**config.mk**
```make
export PLATFORM = sky130hd
export DESIGN_NAME = snare_sample_writer
export DESIGN_NICKNAME = d
export VERILOG_FILES = /design/src/rtl/snare_pkg.sv /design/src/rtl/sample_threshold_detect.sv /design/src/rtl/snare_sample_writer.sv
export SDC_FILE = /design/constraint.sdc
export NUM_CORES = 1
export LEC_CHECK = 0
export ABC_AREA = 1
export CORE_AREA = 2 2 88 90
export CTS_CLUSTER_DIAMETER = 30
export DETAILED_ROUTE_END_ITERATION = 8
export DIE_AREA = 0 0 90 92
export GPL_TIMING_DRIVEN = 0
export HOLD_SLACK_MARGIN = 0.08
export PLACE_DENSITY_LB_ADDON = 0.3
export SYNTH_ARGS = -nofsm -noshare
export SYNTH_HDL_FRONTEND = slang
export SYNTH_SLANG_ARGS = --single-unit
```
**constraint.sdc**
```tcl
create_clock -name clk -period 5.75 [get_ports clk]
set_input_delay 0.8625 -clock clk [delete_from_list [all_inputs] [get_ports clk]]
set_output_delay 0.8625 -clock clk [all_outputs]
set_load 0.05 [all_outputs]
```
**src/rtl/snare_pkg.sv**
```systemverilog
// Constants shared by the snare sample writer and the snare playback counter.
// Both blocks must agree on the RAM address width and on the last valid address.
package snare_pkg;

    localparam int unsigned SNARE_ADDR_W   = 15;
    localparam int unsigned SNARE_MAX_ADDR = 16481;

    typedef enum logic [1:0] {
        S_IDLE   = 2'd0,
        S_ARM    = 2'd1,
        S_RECORD = 2'd2,
        S_DONE   = 2'd3
    } snare_state_e;

endpackage

```
**src/rtl/sample_threshold_detect.sv**
```systemverilog
// Combinational trigger: asserts when the magnitude of a signed sample reaches THRESHOLD.
// The magnitude is one bit wider than the sample, so the most negative value cannot overflow.
module sample_threshold_detect #(
    parameter int unsigned DATA_W    = 16,
    parameter int unsigned THRESHOLD = 512
) (
    input  logic [DATA_W-1:0] sample_data_i,
    output logic              trigger_o
);

    localparam logic [DATA_W:0] ThreshW = (DATA_W + 1)'(THRESHOLD);

    logic [DATA_W:0] ext;
    logic [DATA_W:0] mag;

    always_comb begin
        ext       = {sample_data_i[DATA_W-1], sample_data_i};
        mag       = ext[DATA_W] ? (~ext + (DATA_W + 1)'(1)) : ext;
        trigger_o = (mag >= ThreshW);
    end

endmodule

```
**src/rtl/snare_sample_writer.sv**
```systemverilog
// Records a codec stream into the snare sample RAM once the level crosses a threshold,
// and reports how many samples were written so playback stops at the true end.
module snare_sample_writer
    import snare_pkg::*;
#(
    parameter int unsigned ADDR_W    = SNARE_ADDR_W,
    parameter int unsigned MAX_ADDR  = SNARE_MAX_ADDR,
    parameter int unsigned DATA_W    = 16,
    parameter int unsigned THRESHOLD = 512
) (
    input  logic              clk,
    input  logic              resetn,
    input  logic              start,
    input  logic              abort,
    input  logic              sample_valid,
    input  logic [DATA_W-1:0] sample_data,
    output logic              sample_ready,
    output logic              wr_en,
    output logic [ADDR_W-1:0] wr_addr,
    output logic [DATA_W-1:0] wr_data,
    output logic [ADDR_W-1:0] length,
    output logic              busy,
    output logic              done
);

    localparam logic [ADDR_W-1:0] LastAddr = ADDR_W'(MAX_ADDR);

    snare_state_e      state_q, state_d;
    logic [ADDR_W-1:0] length_q, length_d;
    logic [ADDR_W-1:0] wr_addr_q, wr_addr_d;
    logic [DATA_W-1:0] wr_data_q, wr_data_d;
    logic              wr_en_q, wr_en_d;
    logic              trigger;
    logic              accept;

    sample_threshold_detect #(
        .DATA_W    (DATA_W),
        .THRESHOLD (THRESHOLD)
    ) u_detect (
        .sample_data_i (sample_data),
        .trigger_o     (trigger)
    );

    assign sample_ready = (state_q == S_ARM) || (state_q == S_RECORD);
    assign accept       = sample_valid && sample_ready;

    always_comb begin
        state_d   = state_q;
        length_d  = length_q;
        wr_en_d   = 1'b0;
        wr_addr_d = wr_addr_q;
        wr_data_d = wr_data_q;

        unique case (state_q)
            S_IDLE, S_DONE: begin
                if (start) begin
                    state_d  = S_ARM;
                    length_d = '0;
                end
            end
            S_ARM: begin
                // Abort takes precedence, so a sample accepted alongside it is dropped.
                if (abort) begin
                    state_d = S_DONE;
                end else if (accept && trigger) begin
                    wr_en_d   = 1'b1;
                    wr_addr_d = '0;
                    wr_data_d = sample_data;
                    length_d  = ADDR_W'(1);
                    state_d   = (LastAddr == '0) ? S_DONE : S_RECORD;
                end
            end
            S_RECORD: begin
                if (abort) begin
                    state_d = S_DONE;
                end else if (accept) begin
                    wr_en_d   = 1'b1;
                    wr_addr_d = length_q;
                    wr_data_d = sample_data;
                    length_d  = length_q + ADDR_W'(1);
                    if (length_q == LastAddr) begin
                        state_d = S_DONE;
                    end
                end
            end
            default: state_d = S_IDLE;
        endcase
    end

    always_ff @(posedge clk) begin
        if (!resetn) begin
            state_q   <= S_IDLE;
            length_q  <= '0;
            wr_en_q   <= 1'b0;
            wr_addr_q <= '0;
            wr_data_q <= '0;
        end else begin
            state_q   <= state_d;
            length_q  <= length_d;
            wr_en_q   <= wr_en_d;
            wr_addr_q <= wr_addr_d;
            wr_data_q <= wr_data_d;
        end
    end

    assign wr_en   = wr_en_q;
    assign wr_addr = wr_addr_q;
    assign wr_data = wr_data_q;
    assign length  = length_q;
    assign busy    = (state_q == S_ARM) || (state_q == S_RECORD);
    assign done    = (state_q == S_DONE);

endmodule
```
# After elaboration in Yosys (flattened, before gate mapping)
# Index checks and enable logic that the tools add are counted.
# Widths: inputs -> output; s select.
[totals]
latchBits = 0
mem_bits_rw = 0
rom_bits = 0
register_bits = 49
output_inout_bits = 50
n_memories = 0
in_bits = 21
elab_cells = 59
[op_classes]
mul = 0
div = 0
bitwise = 1
n_addsub = 2
eq_ne = 12
n_reduce_logical = 9
n_mux = 29
shift = 0
n_lt_le_gt_ge = 1
[ops]
columns = ["cell", "count"]
rows = [
  ["$mux 15", 9],
  ["$mux 16", 4],
  ["$pmux 15 s3", 1],
  ["$pmux 16 s2", 1],
  ["$pmux 15 s2", 1],
  ["$add 17x1->17 const B", 1],
  ["$ge 17x10->1 const B", 1],
  ["$mux 17", 1],
  ["$not 17->17", 1],
  ["$add 15x1->15 const B", 1],
  ["$eq 15x15->1 const B", 1],
  ["$mux 2", 6],
  ["$reduce_and 5->1", 2],
  ["$ne 2x2->1 const B", 4],
  ["$ne 3x2->1 const B", 2],
  ["$pmux 2 s3", 1],
  ["$eq 2x2->1 const B", 2],
  ["$mux 1", 4],
  ["$reduce_and 4->1", 1],
  ["$ne 3x3->1 const B", 1],
  ["$eq 2x1->1 const B", 1],
  ["$logic_and 1x1->1", 2],
  ["$logic_not 2->1", 1],
  ["$ne 2x1->1 const B", 1],
  ["4 further kinds", 4],
]

# Longest topological paths before layout
# Gate-level depths: netlist of the first run.
[depth]
ltp_word = 8
depth_mapped = 17
ltp_nobuf = 17

# Cells and area by module
# From an unflattened synthesis of the first run, not the netlist that was laid out.
[hier_totals]
hier_cells = 403
hier_area_um2 = 2651.3
[modules_own_cells]
columns = ["module", "cells_per_inst", "seq_area_each_um2", "instances", "area_each_um2"]
rows = [
  ["snare_sample_writer", 333, 980.9, 1, 2312.2],
  ["sample_threshold_detect", 70, 0.0, 1, 339.1],
]

# Least setup slack after synthesis of the first run
# OpenSTA, ideal clock, no wires.
[synth_path]
kind = "input to register"
from = "in sample_data[0]"
to = "reg length_q[2], in the netlist length[2]"
arrival_ns = 2.153
slack_ns = 3.480
path_buffers = 1
setup_time_ns = 0.117
stages = 16
path_cell_list = "inv_1 -> ha_1 -> nand2_1 -> nor2_2 -> nand3_1 -> nand2_1 -> nand2_1 -> nand2_1 -> inv_1 -> nor2_1 -> nand3_1 -> nand2_2 -> nand2_4 -> buf_2 -> a21oi_1 -> nor2_1"
[synth_between]
elab_chain_cells = 7
[synth_rtl]
columns = ["element", "line_no", "rtl"]
rows = [
  ["from (decl)", "snare_sample_writer.sv:16", "input logic [DATA_W-1:0] sample_data,"],
  ["$not 17->17", "sample_threshold_detect.sv:18", "mag = ext[DATA_W] ? (~ext + (DATA_W + 1)'(1)) : ext;"],
  ["$add 17x1->17", "sample_threshold_detect.sv:18", ""],
  ["$mux 17 (*)", "sample_threshold_detect.sv:18", ""],
  ["$ge 17x10->1 (*)", "sample_threshold_detect.sv:19", "trigger_o = (mag >= ThreshW);"],
  ["$logic_and 1x1->1 (*)", "snare_sample_writer.sv:65", "end else if (accept && trigger) begin"],
  ["$ne 2x1->1 (no source line) (*)", "--", ""],
  ["$reduce_and 5->1 (no source line) (*)", "--", ""],
  ["to (signal assigned)", "snare_sample_writer.sv:99", "length_q <= length_d;"],
  ["to (decl)", "snare_sample_writer.sv:29", "logic [ADDR_W-1:0] length_q, length_d;"],
]
# Mark *: on every way between the ends. The rest lies on a longest branch, timed or not.
# A chain may end at the register's enable or synchronous reset.

# Worst setup path after layout of the first run
[layout_path]
from = "reg state_q[0]"
to = "out sample_ready"
[layout_between]
elab_chain_cells = 2
[layout_rtl]
columns = ["element", "line_no", "rtl"]
rows = [
  ["from (decl)", "snare_sample_writer.sv:28", "snare_state_e state_q, state_d;"],
  ["from (signal assigned)", "snare_sample_writer.sv:98", "state_q <= state_d;"],
  ["$eq 2x1->1 / $eq 2x2->1 (equally long branches)", "snare_sample_writer.sv:44", "assign sample_ready = (state_q == S_ARM) || (state_q == S_RECORD);"],
  ["$logic_or 1x1->1 (*)", "snare_sample_writer.sv:44", ""],
  ["to (decl)", "snare_sample_writer.sv:17", "output logic sample_ready,"],
]
# Marks and branches as above.

==> impl_metrics.py, run 1 <==
metrics = {
    "status": {
        "outcome": "complete, no violations",
    },
    "synthesis": {
        "synthesis.area_mm2": 0.00281,
        "yosysWarnings": 0,
        "synth-edff-count": 0,
        "synth_sequential_area_ratio_pct": 34.9,
        "synth-async-reset-ratio_pct": 0,
        "synth.net_count": 477,
        "average_footprint_of_a_synthesized_cell_um2": 6.25,
        "synth_cells": 450,
        "post_synth_num_cell_types": 27,
        "ys_ff_latch": 49,
        "synth_flop_cell": "dfxtp_1",
    },
    "drt": {
        "drt_iter0_markers": 166,
        "detailedRoute.firstPassIterationCount": 7,
        "number_of_nets_with_antenna_violations_after_routing": 0,
        "vias": 3103,
        "detail_route.drc_violations": 0,
        "avgRoutedWirePerCell_um": 12.5,
        "number_of_vias_per_cell_after_detailed_routing": 4.93,
        "wirelength_um": 7830,
    },
    "floorplanning": {
        "row_count": 32,
        "io-pin-count": 71,
        "core-area_mm2": 0.00745,
        "start_util_pct": 37.8,
        "die_area_mm2": 0.00828,
        "die_width_um": 90,
        "chipHeight_um": 92,
    },
    "worst_setup_path": {
        "critPathMaxFanout": 6,
        "worst_path_most_repeated_cell": "inv_1",
        "destination_of_the_worst_register_to_register_timing_path": "wr_data[12]$_SDFFE_PN0P_",
        "path_cells": "inv_1 > ha_1 > inv_1 > buf_4 > clkdlybuf4s50_1",
        "cp.arrival_ns": 2.17,
        "cell_type_group_with_the_largest_total_delay_on_the_critical_path": "buffers and inverters",
        "cpPeakStageDelay_ns": 0.79,
        "r2r_start": "state_q[0]$_SDFFE_PN0P_",
        "worstRegToRegCells": 11,
        "path_class": "register to output pin",
        "critical_path.endpoint_type": "output pin",
        "type_of_origin_of_the_critical_path": "register",
        "worst-r2r-setup-slack_ns": 3.37,
        "crit_path_top_delay_cell": "clkdlybuf4s50_1",
        "cp.buffers_inverters": 4,
        "timing.critical_path.required_ns": 4.89,
    },
    "finish": {
        "utilization_pct": 50.0,
        "design_area_mm2": 0.00372,
        "mostFrequentLayoutCell": "nand2_1",
        "final_cell_count_no_fill": 629,
        "layout_common_cells": "nand2_1 (123), clkdlybuf4s50_1 (69), nand3_1 (65)",
        "design.final.nets": 553,
        "fill_cells": 795,
        "final_layout_size_suffix_gt1_share_pct": 5.88,
        "insertedDiodeCount": 0,
        "area_growth_syn_to_layout_pct": 32.3,
    },
    "run": {
        "max_cap_violations": 0,
    },
    "power_and_ir_drop": {
        "vdd_drop_max_mv": 0.588,
        "post-layout-total-power_uw": 2090,
        "pwr_density_cell_mw_per_mm2": 563,
        "p_leak_uw": 0.00153,
    },
    "timing": {
        "relSlewSlack_pct": 64.8,
        "finClkSkew_ns": 0.00659,
        "unrepaired_setup_endpoints_after_global_routing": "no",
        "finalHoldViolations": 0,
        "maxClockFrequency_mhz": 330,
        "worst_pin_slew_ns": 0.529,
        "totalNegativeSetupSlack_ns": 0,
        "layout_worst_path_cycle_share_pct": 52.7,
        "timing.final.setup_violations": 0,
        "maxSlewViolCount": 0,
        "finalCriticalPeriod_ns": 3.03,
    },
    "clock_tree": {
        "clock_tree_from_tritoncts": "yes",
        "cts_hold_buf": 0,
        "htree_num_levels": 2,
        "clkSinkCount": 49,
        "ctsLongestPathBuffers": 2,
        "worst_setup_hold_path_clk_slew_ns": 0.09,
        "post-cts-setup-buffers": 0,
        "cts_inserted_buffers": 5,
        "cts_resized": 0,
        "clk_root_buffer_cell": "clkbuf_8",
        "source_to_sink_clock_delay_at_the_later_pin_of_the_worst_skew_pair_ns": 0.31,
    },
    "global_routing": {
        "first_global_vias": 2841,
        "grt_max_degree": 17,
        "gr-usage-all-layers_pct": 18.9,
        "antenna_violations_before_repair": 0,
        "global_route.overflow_total": 0,
        "grt_pass1_wl_um": 13000,
    },
    "placement": {
        "placement.cell_area_mm2": 0.00363,
        "number_of_port_buffers": 69,
        "dp_hpwl_um": 5850,
        "finalWeightedCongestion": 0.926,
        "place.detailed.instances": 621,
    },
    "worst_hold_path": {
        "origin_of_the_worst_min_delay_path": "wr_data[7]$_SDFFE_PN0P_",
        "hp-class": "register to register",
        "hold_path_depth": 2,
        "worst_hold_path.endpoint": "wr_data[7]$_SDFFE_PN0P_",
    },
}
[metal layers]
layer	part of all wire, %	GRT usage [%]	routed length (um)	vias up
met5	0	0	0	-
met4	1.4	6.15	109	0
met3	5.9	3.53	460	13
met2	46	31.3	3620	96
met1	46	24.9	3640	1395
li1	-	-	-	1599
[cells by family (layout without fill, tap and decap cells)]
family / after synthesis / in the layout / synth area share, %
XOR/XNOR: 4 / 4 / 1.25
flip-flops: 49 / 49 / 34.9
buffers and inverters: 66 / 143 / 10.1
AND/OR/NAND/NOR: 265 / 265 / 40.1
adder cells (fa/ha/maj): 6 / 6 / 2.67
AO/OA/AOI/OAI: 60 / 60 / 11.1
[stage by stage]
stage          hold WS, ns  worst slack [ns]
2_1_floorplan        0.472              3.48
3_5_place_dp         0.450              2.59
6_report             0.462              2.72
3_3_place_gp         0.449              2.64
5_1_grt              0.482              2.60
4_1_cts              0.465              2.71
[how the worst max path moves through the flow]
stage / to / start / depth (start not counted) / slack [ns]
floorplan: length[2]$_SDFFE_PN0P_ / sample_data[0] / 16 / 3.48
global route: sample_ready / state_q[0]$_SDFFE_PN0P_ / 5 / 2.60
global placement: length[7]$_SDFFE_PN0P_ / sample_data[0] / 17 / 2.64
detailed placement: wr_addr[1]$_SDFFE_PN0P_ / sample_data[0] / 17 / 2.59
finish: sample_ready / state_q[0]$_SDFFE_PN0P_ / 5 / 2.72
CTS: sample_ready / state_q[0]$_SDFFE_PN0P_ / 5 / 2.71
[cell usage after synthesis, types with 3 or more instances]
master      n  area share (%)
a21oi_1    48             8.5
buf_2      11             2.0
clkbuf_1   10             1.3
dfxtp_1    49              35
ha_1        6             2.7
inv_1      39             5.2
nand2_1   123              16
nand3_1    65              12
nand4_1     5             1.1
nor2_1     57             7.6
nor3_1      5            0.89
o21ai_0     8             1.4
xor2_1      3            0.93
[power breakdown]
group | internal [uW] | total (uW) | leakage, uW | switching, uW
logic | 460 | 1370 | 0.00108 | 908
registers | 436 | 517 | 0.000401 | 81.1
clock network | 86.5 | 210 | 0.0000445 | 123
total | 982 | 2090 | 0.00153 | 1110
[area by class of cell]
class                      instances  area, um2  share of cell area (%)
multi-input combinational        335       1550                    41.6
sequential                        49        981                    26.4
timing repair buffer              69        691                    18.6
inverter                          39        146                    3.93
buffer                            27        138                    3.70
tap                              102        128                    3.43
clock buffer                       5       68.8                    1.85
clock inverter                     3       21.3                   0.571
[worst reg2reg max path, stage by stage (launching register included)]
cell and delay [ns]:
dfxtp_1 0.37, inv_1 0.07, ha_1 0.18, buf_2 0.17, inv_1 0.15, o21ai_0 0.13
o21ai_0 0.09, inv_1 0.09, a21oi_2 0.35, buf_1 0.42, nand3_1 0.14, a21oi_1 0.16
[registers in the layout (all words and copies together), names as in the netlist]
register / flops
wr_data: 16
length: 15
wr_addr: 15
state_q: 2
wr_en: 1
Note: power is estimated with default switching activity, not from simulation.
==> run 2, diff against run 1 <==
==> constraint.sdc (replaced) <==
create_clock -name clk -period 2.9 [get_ports clk]
set_input_delay 0.435 -clock clk [delete_from_list [all_inputs] [get_ports clk]]
set_output_delay 0.435 -clock clk [all_outputs]
set_load 0.05 [all_outputs]
==> results of run 2 <==
Same layout as run 1 (identical final DEF). Status: complete, no violations.
Among the figures that moved: setup slack after placement 2.59 ns -> 0.167 ns; setup slack after layout 2.72 ns -> 0.299 ns; hold slack 0.462 ns -> 0.434 ns; register-to-register setup slack 3.37 ns -> 0.52 ns; end point of the worst hold path wr_data[7]$_SDFFE_PN0P_ -> length[10]$_SDFFE_PN0P_; total power 2090 uW -> 4150 uW; worst IR drop on VDD 0.588 mV -> 1.17 mV
